<file path="config.mk">
export PLATFORM = sky130hd
export DESIGN_NAME = mips_fetch_stage
export DESIGN_NICKNAME = d
export VERILOG_FILES = /design/src/rtl/mips_fetch_stage.sv
export SDC_FILE = /design/constraint.sdc
export NUM_CORES = 1
export LEC_CHECK = 0
export CELL_PAD_IN_SITES_DETAIL_PLACEMENT = 1
export CELL_PAD_IN_SITES_GLOBAL_PLACEMENT = 1
export CORE_ASPECT_RATIO = 0.8
export CORE_MARGIN = 1
export CORE_UTILIZATION = 37
export CTS_CLUSTER_SIZE = 16
export DETAILED_ROUTE_END_ITERATION = 6
export PLACE_DENSITY = 0.84
export RECOVER_POWER = 25
export REMOVE_ABC_BUFFERS = 1
export SYNTH_ARGS = -nofsm -noshare
export SYNTH_HDL_FRONTEND = slang
export SYNTH_SLANG_ARGS = --single-unit
</file>
<file path="constraint.sdc">
create_clock -name clk_i -period 3.6 [get_ports clk_i]
set_clock_uncertainty 0.15 [all_clocks]
set_input_delay 0.72 -clock clk_i [delete_from_list [all_inputs] [get_ports clk_i]]
set_output_delay 0.72 -clock clk_i [all_outputs]
set_load 0.005 [all_outputs]
</file>
<file path="src/rtl/mips_fetch_stage.sv">
// MIPS instruction-fetch stage with IF/ID pipeline register.
// Holds the PC, runs a req/ack fetch handshake with a one-entry skid for
// words returning under stall, and handles jr/jump/branch redirects with
// squashing of a fetch that is still in flight.
module mips_fetch_stage #(
  parameter logic [31:0] RESET_PC  = 32'h0000_0000,
  parameter logic [31:0] NOP_INSTR = 32'h0000_0000
) (
  input  logic        clk_i,
  input  logic        rst_i,
  input  logic        stall_i,
  input  logic        branch_taken_i,
  input  logic [31:0] branch_target_i,
  input  logic        jump_i,
  input  logic [25:0] jump_index_i,
  input  logic        jr_i,
  input  logic [31:0] jr_target_i,
  output logic        imem_req_o,
  output logic [31:0] imem_addr_o,
  input  logic        imem_ack_i,
  input  logic [31:0] imem_rdata_i,
  output logic        id_valid_o,
  output logic [31:0] id_instr_o,
  output logic [31:0] id_pc_plus4_o,
  output logic [5:0]  opcode_o,
  output logic [5:0]  funct_o,
  output logic [4:0]  rs_o,
  output logic [4:0]  rt_o,
  output logic [4:0]  rd_o,
  output logic [4:0]  shamt_o,
  output logic [15:0] imm_o
);

  typedef enum logic [1:0] {
    ST_IDLE = 2'd0,
    ST_WAIT = 2'd1,
    ST_SKID = 2'd2
  } state_e;

  state_e      state_q, state_d;
  logic [31:0] pc_q, pc_d;
  logic        req_q, req_d;
  logic [31:0] addr_q, addr_d;
  logic        id_valid_q, id_valid_d;
  logic [31:0] id_instr_q, id_instr_d;
  logic [31:0] id_pc4_q, id_pc4_d;
  logic [31:0] skid_q, skid_d;
  logic        squash_q, squash_d;

  logic        redirect_s;
  logic [31:0] target_raw_s;
  logic [31:0] target_s;
  logic [31:0] pc_plus4_s;

  assign redirect_s = jr_i | jump_i | branch_taken_i;
  assign pc_plus4_s = pc_q + 32'd4;  // wraps modulo 2^32

  // Select the redirect target by priority jr > jump > branch and word-align it.
  always_comb begin
    target_raw_s = branch_target_i;
    if (jr_i) begin
      target_raw_s = jr_target_i;
    end else if (jump_i) begin
      target_raw_s = {id_pc4_q[31:28], jump_index_i, 2'b00};
    end else begin
      target_raw_s = branch_target_i;
    end
    target_s = {target_raw_s[31:2], 2'b00};
  end

  // Next-state logic for the fetch FSM, PC, request outputs, skid and IF/ID.
  always_comb begin
    state_d  = state_q;
    pc_d     = pc_q;
    req_d    = req_q;
    addr_d   = addr_q;
    skid_d   = skid_q;
    squash_d = squash_q;
    id_pc4_d = id_pc4_q;
    // Under stall IF/ID holds; otherwise it drains to a bubble unless refilled.
    if (stall_i) begin
      id_valid_d = id_valid_q;
      id_instr_d = id_instr_q;
    end else begin
      id_valid_d = 1'b0;
      id_instr_d = NOP_INSTR;
    end

    if (redirect_s) begin
      // Redirect wins over stall: flush IF/ID, drop the skid, retarget the PC.
      pc_d       = target_s;
      id_valid_d = 1'b0;
      id_instr_d = NOP_INSTR;
      skid_d     = NOP_INSTR;
      if ((state_q == ST_WAIT) && !imem_ack_i) begin
        // Request still in flight: address must stay put, discard its ack later.
        squash_d = 1'b1;
        state_d  = ST_WAIT;
      end else if (!stall_i) begin
        squash_d = 1'b0;
        req_d    = 1'b1;
        addr_d   = target_s;
        state_d  = ST_WAIT;
      end else begin
        squash_d = 1'b0;
        req_d    = 1'b0;
        state_d  = ST_IDLE;
      end
    end else begin
      case (state_q)
        ST_IDLE: begin
          if (!stall_i) begin
            req_d   = 1'b1;
            addr_d  = pc_q;
            state_d = ST_WAIT;
          end else begin
            req_d   = 1'b0;
          end
        end
        ST_WAIT: begin
          if (imem_ack_i) begin
            if (squash_q) begin
              // Stale word from before a redirect: drop it and fetch the target.
              squash_d = 1'b0;
              if (!stall_i) begin
                req_d   = 1'b1;
                addr_d  = pc_q;
                state_d = ST_WAIT;
              end else begin
                req_d   = 1'b0;
                state_d = ST_IDLE;
              end
            end else if (!stall_i) begin
              id_valid_d = 1'b1;
              id_instr_d = imem_rdata_i;
              id_pc4_d   = pc_plus4_s;
              pc_d       = pc_plus4_s;
              req_d      = 1'b1;
              addr_d     = pc_plus4_s;
              state_d    = ST_WAIT;
            end else begin
              skid_d  = imem_rdata_i;
              pc_d    = pc_plus4_s;
              req_d   = 1'b0;
              state_d = ST_SKID;
            end
          end else begin
            req_d   = 1'b1;
            state_d = ST_WAIT;
          end
        end
        ST_SKID: begin
          req_d = 1'b0;
          if (!stall_i) begin
            // pc already points past the skidded word, so it is the link value.
            id_valid_d = 1'b1;
            id_instr_d = skid_q;
            id_pc4_d   = pc_q;
            skid_d     = NOP_INSTR;
            state_d    = ST_IDLE;
          end else begin
            state_d    = ST_SKID;
          end
        end
        default: begin
          req_d    = 1'b0;
          squash_d = 1'b0;
          state_d  = ST_IDLE;
        end
      endcase
    end
  end

  // State and pipeline registers with synchronous reset.
  always_ff @(posedge clk_i) begin
    if (rst_i) begin
      state_q    <= ST_IDLE;
      pc_q       <= RESET_PC;
      req_q      <= 1'b0;
      addr_q     <= RESET_PC;
      id_valid_q <= 1'b0;
      id_instr_q <= NOP_INSTR;
      id_pc4_q   <= 32'h0000_0000;
      skid_q     <= NOP_INSTR;
      squash_q   <= 1'b0;
    end else begin
      state_q    <= state_d;
      pc_q       <= pc_d;
      req_q      <= req_d;
      addr_q     <= addr_d;
      id_valid_q <= id_valid_d;
      id_instr_q <= id_instr_d;
      id_pc4_q   <= id_pc4_d;
      skid_q     <= skid_d;
      squash_q   <= squash_d;
    end
  end

  assign imem_req_o    = req_q;
  assign imem_addr_o   = addr_q;
  assign id_valid_o    = id_valid_q;
  assign id_instr_o    = id_instr_q;
  assign id_pc_plus4_o = id_pc4_q;
  assign opcode_o      = id_instr_q[31:26];
  assign rs_o          = id_instr_q[25:21];
  assign rt_o          = id_instr_q[20:16];
  assign rd_o          = id_instr_q[15:11];
  assign shamt_o       = id_instr_q[10:6];
  assign funct_o       = id_instr_q[5:0];
  assign imm_o         = id_instr_q[15:0];

endmodule

</file>
Word-level counts from Yosys, hierarchy flattened. Index checks and enable logic that the tools add are counted.

Register bits: 165. Output and inout port bits: 146. Logic and storage cells: 96.

Add/subtract/negate cells: 1. Eq/ne operators: 14. Mux-type cells: 52. Bitwise operators: 4. Reductions and logical operators: 15.

Operator list (count): two-way mux 32 bit (25); one-hot mux 32 bit (2 select lines) (4); adder 32 x 3 -> 32 bit (second input constant) (1); != test 2 bit (second input constant) (7); two-way mux 1 bit (13); two-way mux 2 bit (6); AND reduction 5 bit (2); != test 3 bit (second input constant) (3); one-hot mux 1 bit (2 select lines) (3); one-hot mux 2 bit (3 select lines) (1); AND reduction 3 bit (2); AND reduction 6 bit (1); nonzero test 2 bit (3); != test 2 x 1 -> 1 bit (second input constant) (2); OR reduction 2 bit (2); nonzero test 3 bit (1); equality test 2 x 1 -> 1 bit (second input constant) (1); equality test 2 bit (second input constant) (1); zero test 2 bit (1); inverter 1 bit (2); OR 1 bit (2); AND reduction 2 bit (1); logical AND 1 bit (1); zero test 1 bit (1).

Depth between registers and ports, before layout.
Depth in word-level cells: 6. Gate-level depth with buffers: 11. Mapped depth without buffers: 8.

Worst setup path after synthesis. Ideal clock, no wire load.

Kind: input port to flip-flop. Start point: input jump_i. End point: register addr_q[18], in the netlist imem_addr_o[18]. Setup time: 134 ps. Arrival: 2220 ps. Required time: 3316 ps. Path slack: 1096 ps. Stages: 7. Buffers on the path: 3. Path through: clkbuf_1 > or3_1 > buf_2 > a221oi_4 > buf_4 > mux2i_1 > o22ai_1.

Longest elaborated chain between the ends: 5.

RTL lines: from (decl) (RTL line 14) `input logic jump_i,`; two-way mux 32 bit (RTL line 63) `end else if (jump_i) begin`; two-way mux 32 bit (RTL line 61) `if (jr_i) begin`; two-way mux 32 bit (RTL line 99) `end else if (!stall_i) begin`; two-way mux 32 bit (RTL line 95) `if ((state_q == ST_WAIT) && !imem_ack_i) begin`; two-way mux 32 bit (RTL line 89) `if (redirect_s) begin`; to (signal assigned) (RTL line 190) `addr_q <= addr_d;`; to (decl) (RTL line 43) `logic [31:0] addr_q, addr_d;`.

Parallel ways exist; a longest one is shown, timed or not. The select of a mux whose other input is x is not followed. A chain may end at the register's enable or synchronous reset.

Final worst setup path.
Start point: register pc_q[2]. End point: register addr_q[30], in the netlist imem_addr_o[30].

Longest elaborated chain between the ends: 6.

RTL lines: from (decl) (RTL line 41) `logic [31:0] pc_q, pc_d;`; from (signal assigned) (RTL line 188) `pc_q <= pc_d;`; adder 32 x 3 -> 32 bit (RTL line 56) `assign pc_plus4_s = pc_q + 32'd4;`; two-way mux 32 bit (RTL line 133) `end else if (!stall_i) begin`; two-way mux 32 bit (RTL line 122) `if (squash_q) begin`; two-way mux 32 bit (RTL line 121) `if (imem_ack_i) begin`; one-hot mux 32 bit (2 select lines) (RTL line 110) `case (state_q)`; two-way mux 32 bit (RTL line 89).

No other way between the ends. The select of a mux whose other input is x is not followed.

==> qor.yml <==
outcome:
  status: "complete, no violations"
critical_path:
  regToRegSetupSlack_ns: 0.34
  crit_start: "pc_q[2]"
  critPathTopFamily: "simple AND/OR/NAND/NOR gates"
  cp_slowest_cell: "and3_1"
  cpPeakStageDelay_ns: 0.56
  path_cells: "ha_1, and4_1, and3_1, nand4_1, xnor2_1, a2111oi_0, nor3_1"
  arrival_ns: 3.41
  crit_fanout: 9
  crit_type: "reg -> reg"
  end_kind: "flip-flop"
  required_ns: 3.75
  setup.worst_path.end: "imem_addr_o[30]"
  crit_buf_inv: 0
  r2r-start: "pc_q[2]"
  critical_path_depth: 7
  cp-start-kind: "flip-flop"
  timing.rr.end: "imem_addr_o[30]"
  reg2reg_depth: 7
route:
  totalWireLength_um: 34780
  ant_nets: 0
  drcViolationCount: 0
  wl_per_cell_um: 21.40
  vias: 9507
  drtIter0Drc: 757
  vias_per_cell: 5.850
  firstDrtPassIters: 5
place:
  post-place-cells: 1593
  gp_congestion: 0.8501
  portBuffers: 268
  post-place-ws_ns: 0.2859
  hpwl_um: 24500
run:
  cap_violations: 0
cells_and_area:
  layout.cells.non_filler: 1625
  regArea_um2: 3223
  syn2layout_area_growth_pct: 32.84
  drive_gt1_share_pct: 8.149
  diodes: 0
  multi_input_area_um2: 4935
  fillers: 2819
  post-route-util_pct: 50.93
  final_nets: 1434
timing:
  worst_pin_slew_ns: 1.103
  timing.final.ws_setup_ns: 0.3417
  rsz0062_at_grt: "false"
  hold_viol_final: 0
  finalSetupTns_ns: 0
  max_clock_freq_mhz: 306.9
  slew_headroom_pct: 26.50
  slew_violations: 0
  period_share_pct: 90.51
  period_needed_ns: 3.258
  finalSetupViolCount: 0
logic_synthesis:
  avgSynthCellArea_um2: 8.003
  synthArstFlopShare_pct: 0
  postSynthCellCount: 1139
  seq_area_frac_synth_pct: 35.36
  yosys_warnings: 0
  syn_area_um2: 9115
  synthFlopType: "dfxtp_1"
  synth-edff-count: 0
  ys_ff_latch: 161
  synthDistinctLibCells: 71
clocking:
  cts_tree: "done"
  insertion_delay_ns: 0.44
  post-cts-setup-buffers: 0
  cts_made_buffers: 17
  htree_levels: 4
  cts.hold.buffers_added: 0
  clockRootBuffer: "clkbuf_16"
  cts.path.max_buffers: 2
  clock_sinks: 161
  cts.clk_slew.worst_paths_ns: 0.08
  ctsResizeCount: 0
grt:
  grt_pass1_wl_um: 54370
  grt_pass1_vias: 9772
  track_usage_pct: 27.46
  grt.overflow.total: 0
  antenna_found_initial: 0
  grt_max_degree: 96
floorplan:
  core-area_um2: 23770
  rows: 50
  initial_core_util_pct: 38.34
  dieArea_um2: 25270
  ios: 275
  die_h_um: 142.4
  die_x_um: 177.5
power:
  ir_drop_v: 0.0003216
  p_leak_nw: 4.235
  power_density_nw_per_um2: 368.0
  finalPower_w: 0.004456
hold_path:
  min_path_type: "reg -> reg"
-- metal layers --
metal  vias up  part of all wire [%]  GRT usage (%)  routed length, µm
met5         -                     0              0                  0
met4         0                   2.2          8.502                750
met1      4700                    44          35.82              15450
met2       345                    48          46.11              16590
li1       4408                     -              -                  -
met3        54                   5.7          4.541               1987
-- worst min-delay path by stage --
| stage | start | to | slack, ns | depth (start not counted) |
|---|---|---|---|---|
| 2_1_floorplan | skid_q[10] | skid_q[10] | 0.30 | 2 |
| 3_3_place_gp | imem_addr_o[0] | imem_addr_o[0] | 0.30 | 1 |
| 3_5_place_dp | imem_addr_o[1] | imem_addr_o[1] | 0.30 | 1 |
| 4_1_cts | id_instr_o[16] | id_instr_o[16] | 0.33 | 2 |
| 5_1_grt | id_instr_o[16] | id_instr_o[16] | 0.34 | 2 |
| 6_report | id_instr_o[16] | id_instr_o[16] | 0.32 | 2 |
-- cells by family after synthesis --
family | Yosys count | share of synthesized area (%)
adder cells (fa/ha/maj) | 5 | 0.6863
flip-flops | 161 | 35.36
AND/OR/NAND/NOR | 381 | 19.48
other | 1 | 0.04114
AO/OA/AOI/OAI | 360 | 27.82
multiplexers | 15 | 1.647
buffers and inverters | 174 | 10.93
XOR/XNOR | 42 | 4.036
-- area by class of cell --
class / count / share of cell area (%)
Multi-Input combinational cell: 805 / 40.76
Sequential cell: 161 / 26.62
Timing Repair Buffer: 308 / 24.66
Clock buffer: 20 / 3.689
Tap cell: 312 / 3.224
Clock inverter: 12 / 0.8370
Inverter: 7 / 0.2170
-- per-stage QoR --
step	hold WS (ns)	cell area [µm²]
floorplan	0.3045	8149
global placement	0.2971	11560
detailed placement	0.3046	11560
CTS	0.3274	12110
global route	0.3392	12110
finish	0.3153	12110
-- cells in the final DEF, fill, tap and decap left out, types with 38 or more instances in the layout --
cell type          n
nand2_1           89
nor3_1            38
clkdlybuf4s50_1  190
nor2_1           156
xnor2_1           39
dlygate4sd3_1     76
a211oi_1          48
a21oi_1           81
o21ai_0           59
dfxtp_1          161
a32oi_1           52
buf_4             39
-- flip-flops by register name, indices dropped and copies added, names as in the netlist --
| signal | flops |
|---|---|
| state_q | 2 |
| imem_addr_o | 32 |
| id_instr_o | 32 |
| skid_q | 32 |
| id_pc_plus4_o | 30 |
| squash_q | 1 |
| pc_q | 30 |
| id_valid_o | 1 |
| imem_req_o | 1 |
-- power breakdown --
group	switching, W	internal (W)
Combinational	0.000414	0.000373
Clock	0.000812	0.000918
Sequential	0.0000894	0.00185
Total	0.00132	0.00314
-- tightest hold or removal path: cells and delay by family, from the launching register on --
family | cells | cell delay, ns
and+or+nand+nor | 1 | 0.05
DFF | 1 | 0.32
AOI/OAI and AO/OA | 1 | 0.05
-- synthesized netlist by cell type, types with 3 or more instances --
cell | n | area [µm²]
nor2b_1 | 6 | 37.54
buf_1 | 8 | 30.03
buf_6 | 7 | 78.83
and2_1 | 9 | 56.30
dfxtp_1 | 161 | 3223
o211ai_1 | 5 | 37.54
inv_1 | 6 | 22.52
clkbuf_2 | 3 | 15.01
xnor2_1 | 39 | 341.6
a21oi_1 | 82 | 410.4
a211oi_2 | 3 | 37.54
buf_2 | 27 | 135.1
nor3_1 | 38 | 190.2
a311oi_1 | 9 | 78.83
o21ai_0 | 59 | 295.3
and4_1 | 5 | 43.79
nand3_1 | 14 | 70.07
a22o_1 | 8 | 70.07
nor3_2 | 6 | 60.06
o221a_2 | 7 | 78.83
or3_1 | 3 | 18.77
mux2i_1 | 15 | 150.1
a22oi_1 | 27 | 202.7
ha_1 | 5 | 62.56
o22ai_1 | 5 | 31.28
o21a_1 | 10 | 75.07
clkbuf_1 | 59 | 221.5
xor2_1 | 3 | 26.28
a32oi_1 | 52 | 455.4
nand2b_1 | 14 | 87.58
and3_1 | 6 | 37.54
nand2_1 | 89 | 334.1
nand4_1 | 15 | 93.84
nor2_1 | 157 | 589.3
a31oi_1 | 8 | 50.05
a211oi_1 | 48 | 360.4
buf_4 | 59 | 442.9
a221o_1 | 15 | 150.1
nor4_1 | 4 | 25.02
(Power assumes the default switching activity.)
